### src/rtl/pipe_stage_reg.sv
// DEPTH-deep pipeline register chain with global stall, flush-to-NOP and deferred flush.
// Optional performance counters are enabled by defining PIPE_STAGE_PERF_EN.
module pipe_stage_reg #(
    parameter int                DATA_W    = 32,
    parameter int                PC_W      = 32,
    parameter int                DEPTH     = 1,
    parameter logic [DATA_W-1:0] NOP_VALUE = '0
) (
    input  logic              Clock,
    input  logic              Reset_n,
    input  logic              Valid_In,
    input  logic [DATA_W-1:0] Data_In,
    input  logic [PC_W-1:0]   PCPlusFour_In,
    input  logic              Flush,
    input  logic              Stall,
    output logic              Valid_Out,
    output logic [DATA_W-1:0] Data_Out,
    output logic [PC_W-1:0]   PCPlusFour_Out,
    output logic              Flush_Pending
`ifdef PIPE_STAGE_PERF_EN
    ,
    output logic [15:0]       Stall_Count,
    output logic [15:0]       Flush_Count
`endif
);

    generate
        if (DEPTH < 1 || DEPTH > 4) begin : g_depth_check
            $error("pipe_stage_reg: DEPTH must be in 1..4");
        end
    endgenerate

    typedef enum logic {
        RUN  = 1'b0,
        PEND = 1'b1
    } pend_state_t;

    typedef enum logic [1:0] {
        OP_HOLD   = 2'd0,
        OP_SQUASH = 2'd1,
        OP_SHIFT  = 2'd2
    } stage_op_t;

    pend_state_t       state;
    pend_state_t       next_state;
    stage_op_t         stage_op;

    logic              valid_q [DEPTH];
    logic [DATA_W-1:0] data_q  [DEPTH];
    logic [PC_W-1:0]   pc_q    [DEPTH];

    logic [DATA_W-1:0] in_data;
    logic [PC_W-1:0]   in_pc;

    always_ff @(posedge Clock or negedge Reset_n) begin
        if (!Reset_n) begin
            state <= RUN;
        end else begin
            state <= next_state;
        end
    end

    always_comb begin
        next_state = state;
        case (state)
            RUN:     if (Stall && Flush) next_state = PEND;
            PEND:    if (!Stall)         next_state = RUN;
            default: next_state = RUN;
        endcase
    end

    // Stall outranks flush; a latched flush is applied on the first unstalled edge.
    always_comb begin
        stage_op = OP_SHIFT;
        if (Stall) begin
            stage_op = OP_HOLD;
        end else if (Flush || state == PEND) begin
            stage_op = OP_SQUASH;
        end
        Flush_Pending = (state == PEND);
    end

    // Invalid input entries are normalised so a bubble always carries NOP/zero.
    always_comb begin
        in_data = Valid_In ? Data_In : NOP_VALUE;
        in_pc   = Valid_In ? PCPlusFour_In : '0;
    end

    always_ff @(posedge Clock or negedge Reset_n) begin
        if (!Reset_n) begin
            for (int k = 0; k < DEPTH; k++) begin
                valid_q[k] <= 1'b0;
                data_q[k]  <= NOP_VALUE;
                pc_q[k]    <= '0;
            end
        end else begin
            case (stage_op)
                OP_SQUASH: begin
                    for (int k = 0; k < DEPTH; k++) begin
                        valid_q[k] <= 1'b0;
                        data_q[k]  <= NOP_VALUE;
                        pc_q[k]    <= '0;
                    end
                end
                OP_SHIFT: begin
                    valid_q[0] <= Valid_In;
                    data_q[0]  <= in_data;
                    pc_q[0]    <= in_pc;
                    for (int k = 1; k < DEPTH; k++) begin
                        valid_q[k] <= valid_q[k-1];
                        data_q[k]  <= data_q[k-1];
                        pc_q[k]    <= pc_q[k-1];
                    end
                end
                default: begin
                end
            endcase
        end
    end

    assign Valid_Out      = valid_q[DEPTH-1];
    assign Data_Out       = data_q[DEPTH-1];
    assign PCPlusFour_Out = pc_q[DEPTH-1];

`ifdef PIPE_STAGE_PERF_EN
    // Saturating event counters; a deferred flush counts once, when applied.
    always_ff @(posedge Clock or negedge Reset_n) begin
        if (!Reset_n) begin
            Stall_Count <= '0;
            Flush_Count <= '0;
        end else begin
            if (Stall && Stall_Count != 16'hFFFF) begin
                Stall_Count <= Stall_Count + 16'd1;
            end
            if (stage_op == OP_SQUASH && Flush_Count != 16'hFFFF) begin
                Flush_Count <= Flush_Count + 16'd1;
            end
        end
    end
`endif

endmodule
### config.mk
export PLATFORM = sky130hd
export DESIGN_NAME = pipe_stage_reg
export DESIGN_NICKNAME = d
export VERILOG_FILES = /design/src/rtl/pipe_stage_reg.sv
export SDC_FILE = /design/constraint.sdc
export NUM_CORES = 1
export LEC_CHECK = 0
export CORE_MARGIN = 2
export CORE_UTILIZATION = 42
export CTS_CLUSTER_DIAMETER = 50
export DETAILED_ROUTE_END_ITERATION = 10
export PLACE_DENSITY = 0.87
export SLEW_MARGIN = 5
export SYNTH_ARGS = -nofsm -noshare
export SYNTH_HDL_FRONTEND = slang
export SYNTH_SLANG_ARGS = --single-unit
### constraint.sdc
create_clock -name Clock -period 1.3 [get_ports Clock]
set_input_delay 0.13 -clock Clock [delete_from_list [all_inputs] [get_ports Clock]]
set_output_delay 0.13 -clock Clock [all_outputs]
set_load 0.02 [all_outputs]
# Word-level counts from Yosys, hierarchy flattened

Cells that the tools add are included.
W data, S select, Z words.

Flip-flop bits (word level): 66
Output and inout bits: 66
Logic and storage cells: 20

Equal/unequal tests: 2
Muxes and demuxes: 10
Bitwise logic cells: 1
Reductions and logical operators: 3

Operators with widths:

| cell                 | count |
|---|---|
| $pmux W32 S2         | 2 |
| $mux W32             | 2 |
| $mux W2              | 2 |
| $pmux W1 S2          | 2 |
| $eq A2 B1 Y1 const B | 1 |
| $eq A2 B2 Y1 const B | 1 |
| $mux W1              | 2 |
| $reduce_bool A2 Y1   | 1 |
| $logic_and A1 B1 Y1  | 1 |
| $logic_or A1 B1 Y1   | 1 |
| $not A1 Y1           | 1 |

# Logic depth before layout (Yosys ltp)

Gate-level depths: netlist of the first run.

Word-level depth: 5
Depth in mapped cells: 5
Gate-level depth less buffers: 2

# Least setup slack after synthesis of the first run

No wires, ideal clock.

Path kind: flip-flop to flip-flop
From: reg state (netlist: Flush_Pending)
To: reg data_q, in the netlist Data_Out[0]
Library setup time: 0.074 ns
Arrival: 1.260 ns
Data required time: 1.226 ns
Setup slack: -0.034 ns
Stages on the path, launching flop included: 5
Path buffers: 2
Period minus slack after synthesis: 1.334 ns
Cells stage by stage: dfrtp_1 or3b_1 buf_6 buf_12 o21ai_2

Cells in the longest elaborated chain, start to end: 5
Elaborated cells between the ends (all ways): 7

Ends and longest elaborated chain:

| what                                               | RTL line | source |
|---|---|---|
| from (decl)                                        | 44       | `pend_state_t state;` |
| from (signal assigned)                             | 59       | `state <= next_state;` |
| $logic_or A1 B1 Y1 *                               | 77       | `end else if (Flush \|\| state == PEND) begin` |
| $mux W2 *                                          | 77       |  |
| $mux W2 *                                          | 75       | `if (Stall) begin` |
| $eq A2 B2 Y1 or $eq A2 B1 Y1 (tied branches)       | 97       | `case (stage_op)` |
| $pmux W32 S2 or $reduce_bool A2 Y1 (tied branches) | n/a      |  |
| to (signal, indexed assignment)                    | 111      | `data_q[k] <= data_q[k-1];` |
| to (decl)                                          | 49       | `logic [DATA_W-1:0] data_q [DEPTH];` |

Mark *: on every way between the ends. The rest lies on a longest branch, timed or not.
A chain may end at the register's enable or synchronous reset.

# Worst setup path in the final report of the first run

From: reg state (netlist: Flush_Pending)
To: reg data_q, in the netlist Data_Out[29]

Same word-level chain as after synthesis.

==> results of run 1 <==
[routing by layer]
metal	wire length, um	vias up
met5	0	-
met4	91	0
met3	417	11
met2	3280	81
met1	2920	1054
li1	-	1171
[stage by stage]
step,TNS (ps),util (%),setup WS [ps],area [um2]
after global placement,-6890,63.9,-153,4390
after global routing,-174,65.8,-32.4,4520
after CTS,-0.779,65.6,-0.779,4500
final,0,65.8,18.5,4520
after floorplan,-777,-,-15.6,3010
after detailed placement,-7340,63.9,-221,4390
[state kept, by name, summed over array words and instances, names as in the netlist]
signal and cells:
Valid_Out 1, Flush_Pending 1, PCPlusFour_Out 32, Data_Out 32
[worst max-delay path by stage]
stage / slack (ps) / from / end
6_report: 20 / Flush_Pending / Data_Out[29]
2_1_floorplan: -20 / Flush_Pending / Valid_Out
4_1_cts: -0.8 / Flush_Pending / Data_Out[31]
3_3_place_gp: -150 / Valid_In / Data_Out[31]
3_5_place_dp: -220 / Valid_In / PCPlusFour_Out[31]
5_1_grt: -30 / Flush_Pending / Data_Out[26]
[logic make-up (layout without fill, tap and decap cells)]
logic type	Yosys count	in the layout
buf+inv	21	157
simple gates	130	130
flops	66	66
compound gates	66	66
[cell type report]
| cell class | count | area, um2 | share of cell area [%] |
|---|---|---|---|
| Sequential cell | 66 | 1650 | 36.6 |
| Tap cell | 96 | 120 | 2.66 |
| Clock inverter | 3 | 40.0 | 0.886 |
| Multi-Input combinational cell | 196 | 1180 | 26.1 |
| Clock buffer | 12 | 145 | 3.21 |
| Timing Repair Buffer | 142 | 1380 | 30.5 |
[timing repair]
item / in CTS / in global routing
pin swaps: 1 / 1
hold endpoints to repair: 66 / 0
setup endpoints to repair: 81 / 15
hold buffers: 1 / 0
gates resized for setup: 73 / 9
buffers inserted: 0 / 1
[power breakdown]
| part | internal, W | switching, W |
|---|---|---|
| combinational | 0.000413 | 0.000416 |
| sequential | 0.00215 | 0.0000519 |
| clock | 0.000923 | 0.000708 |
[tightest hold or removal path, cell delays in order]
cell	delay [ps]
buf_4	130
buf_12	170
nand2_1	70
o21ai_1	50
[cell usage after synthesis]
cell type	n	area, um2
dfrtp_1	66	1650
nand2_1	65	244
nand2b_1	64	400
o21ai_2	50	438
o21ai_0	15	75.1
buf_2	9	45.0
clkbuf_1	6	22.5
buf_12	5	100
buf_6	1	11.3
o21a_1	1	7.51
or3b_1	1	8.76
==> results.sh, run 1 <==
export IMPL_drive_above_1_share_pct=17.9
export IMPL_fp_row_count=30
export IMPL_ctsHtreeMaxLevel=3
export IMPL_core_area_um2=6870
export IMPL_gp_congestion=0.757
export IMPL_synth_xor_area_share_pct=0
export IMPL_r2r_start="Flush_Pending"
export IMPL_cts_buffers_inserted=9
export IMPL_ys_seq_area_share_pct=55.0
export IMPL_cts_buffer_depth=2
export IMPL_diodes=0
export IMPL_synth_area_um2=3000
export IMPL_grt_overflow=0
export IMPL_grt_pass1_vias=2293
export IMPL_clkSinkCount=66
export IMPL_die_h_um=88.6
export IMPL_hp_class="in2reg"
export IMPL_pin_count=135
export IMPL_antenna_found_initial=0
export IMPL_grt_setup_unrepaired="yes"
export IMPL_stdcell_count=515
export IMPL_cts_tree="yes"
export IMPL_drv_cap=0
export IMPL_grt_max_degree=69
export IMPL_clock_root_buffer="clkbuf_8"
export IMPL_slew_violations=0
export IMPL_firstDrtPassIters=4
export IMPL_clock_latency_ps=320
export IMPL_critical_path_cell_count=3
export IMPL_period_share_pct=98.6
export IMPL_grt_total_usage_pct=17.6
export IMPL_syn2layout_area_growth_pct=50.4
export IMPL_drtIter0Drc=51
export IMPL_wl_per_cell_um=13.0
export IMPL_max_stage_delay_ps=430
export IMPL_max_freq_ghz=0.780
export IMPL_synth_cell_types=11
export IMPL_use_met1_pct=22.3
export IMPL_final_cell_mix="clkdlybuf4s50_1, dlygate4sd2_1, dfrtp_1, nand2_1, nand2b_1"
export IMPL_total_power_w=0.00466
export IMPL_required_ps=1540
export IMPL_p_leak_nw=2.22
export IMPL_use_met2_pct=29.5
export IMPL_fin_skew_ps=4.87
export IMPL_synthAdderAreaFrac_pct=0
export IMPL_grt_busiest_layer="met2"
export IMPL_synth_simple_area_share_pct=21.7
export IMPL_end_kind="register"
export IMPL_n_fill_cell=589
export IMPL_synth_compound_area_share_pct=17.3
export IMPL_critPathLaunchType="register"
export IMPL_syn_mean_instance_area_um2=10.6
export IMPL_setup_violations=0
export IMPL_synth_seq_cells=66
export IMPL_num_vias=2317
export IMPL_die_area_um2=7850
export IMPL_path_buf_inv=1
export IMPL_drc=0
export IMPL_use_met3_pct=4.48
export IMPL_grt_pass1_wl_um=10700
export IMPL_worstSetupPathType="reg2reg"
export IMPL_power_density_nw_per_um2=1030
export IMPL_peakVddDrop_uv=616
export IMPL_drt_total_wl_um=6710
export IMPL_worst_hold_slack_ps=277
export IMPL_run_status="complete, no violations"
export IMPL_viasPerCell=4.50
export IMPL_r2r_setup_slack_ps=20
export IMPL_fp_dieW_um=88.6
export IMPL_rr_worst_depth=3
export IMPL_dp_cells=498
export IMPL_antenna_left=0
export IMPL_hp_start="Stall"
export IMPL_cts_reportedPaths_clkPinSlew_ps=70
export IMPL_syn_nets=352
export IMPL_min_to="Data_Out[22]"
export IMPL_yosys_warnings=0
export IMPL_synth_top_family_by_area="simple AND/OR/NAND/NOR gates"
export IMPL_synthMuxAreaShare_pct=0
export IMPL_max_slew_margin_pct=76.9
export IMPL_start_util_pct=43.7
export IMPL_cp_max_fo=27
export IMPL_synth_cells=283
export IMPL_hpwl_um=4850
export IMPL_r2r_end="Data_Out[29]"
export IMPL_crit_chain="or3b_4, buf_12, o21ai_0"
export IMPL_tightest_slew_ps=347
export IMPL_nets=484
export IMPL_cp_top_family="simple AND/OR/NAND/NOR gates"
export IMPL_port_buffers=134
export IMPL_slowest_stage="or3b_4"
export IMPL_cp_arrival_ps=1520
export IMPL_min_period_ps=1280
export IMPL_hold_viol=0
export IMPL_hold_depth=4
Note: power is estimated with default switching activity, not from simulation.
==> run 2, diff against run 1 <==
--- a/config.mk
+++ b/config.mk
@@ -14,3 +14,4 @@
 export SYNTH_ARGS = -nofsm -noshare
 export SYNTH_HDL_FRONTEND = slang
 export SYNTH_SLANG_ARGS = --single-unit
+export TNS_END_PERCENT = 100
==> results of run 2 <==
Final layout, timing and power as in run 1 (identical DEF).
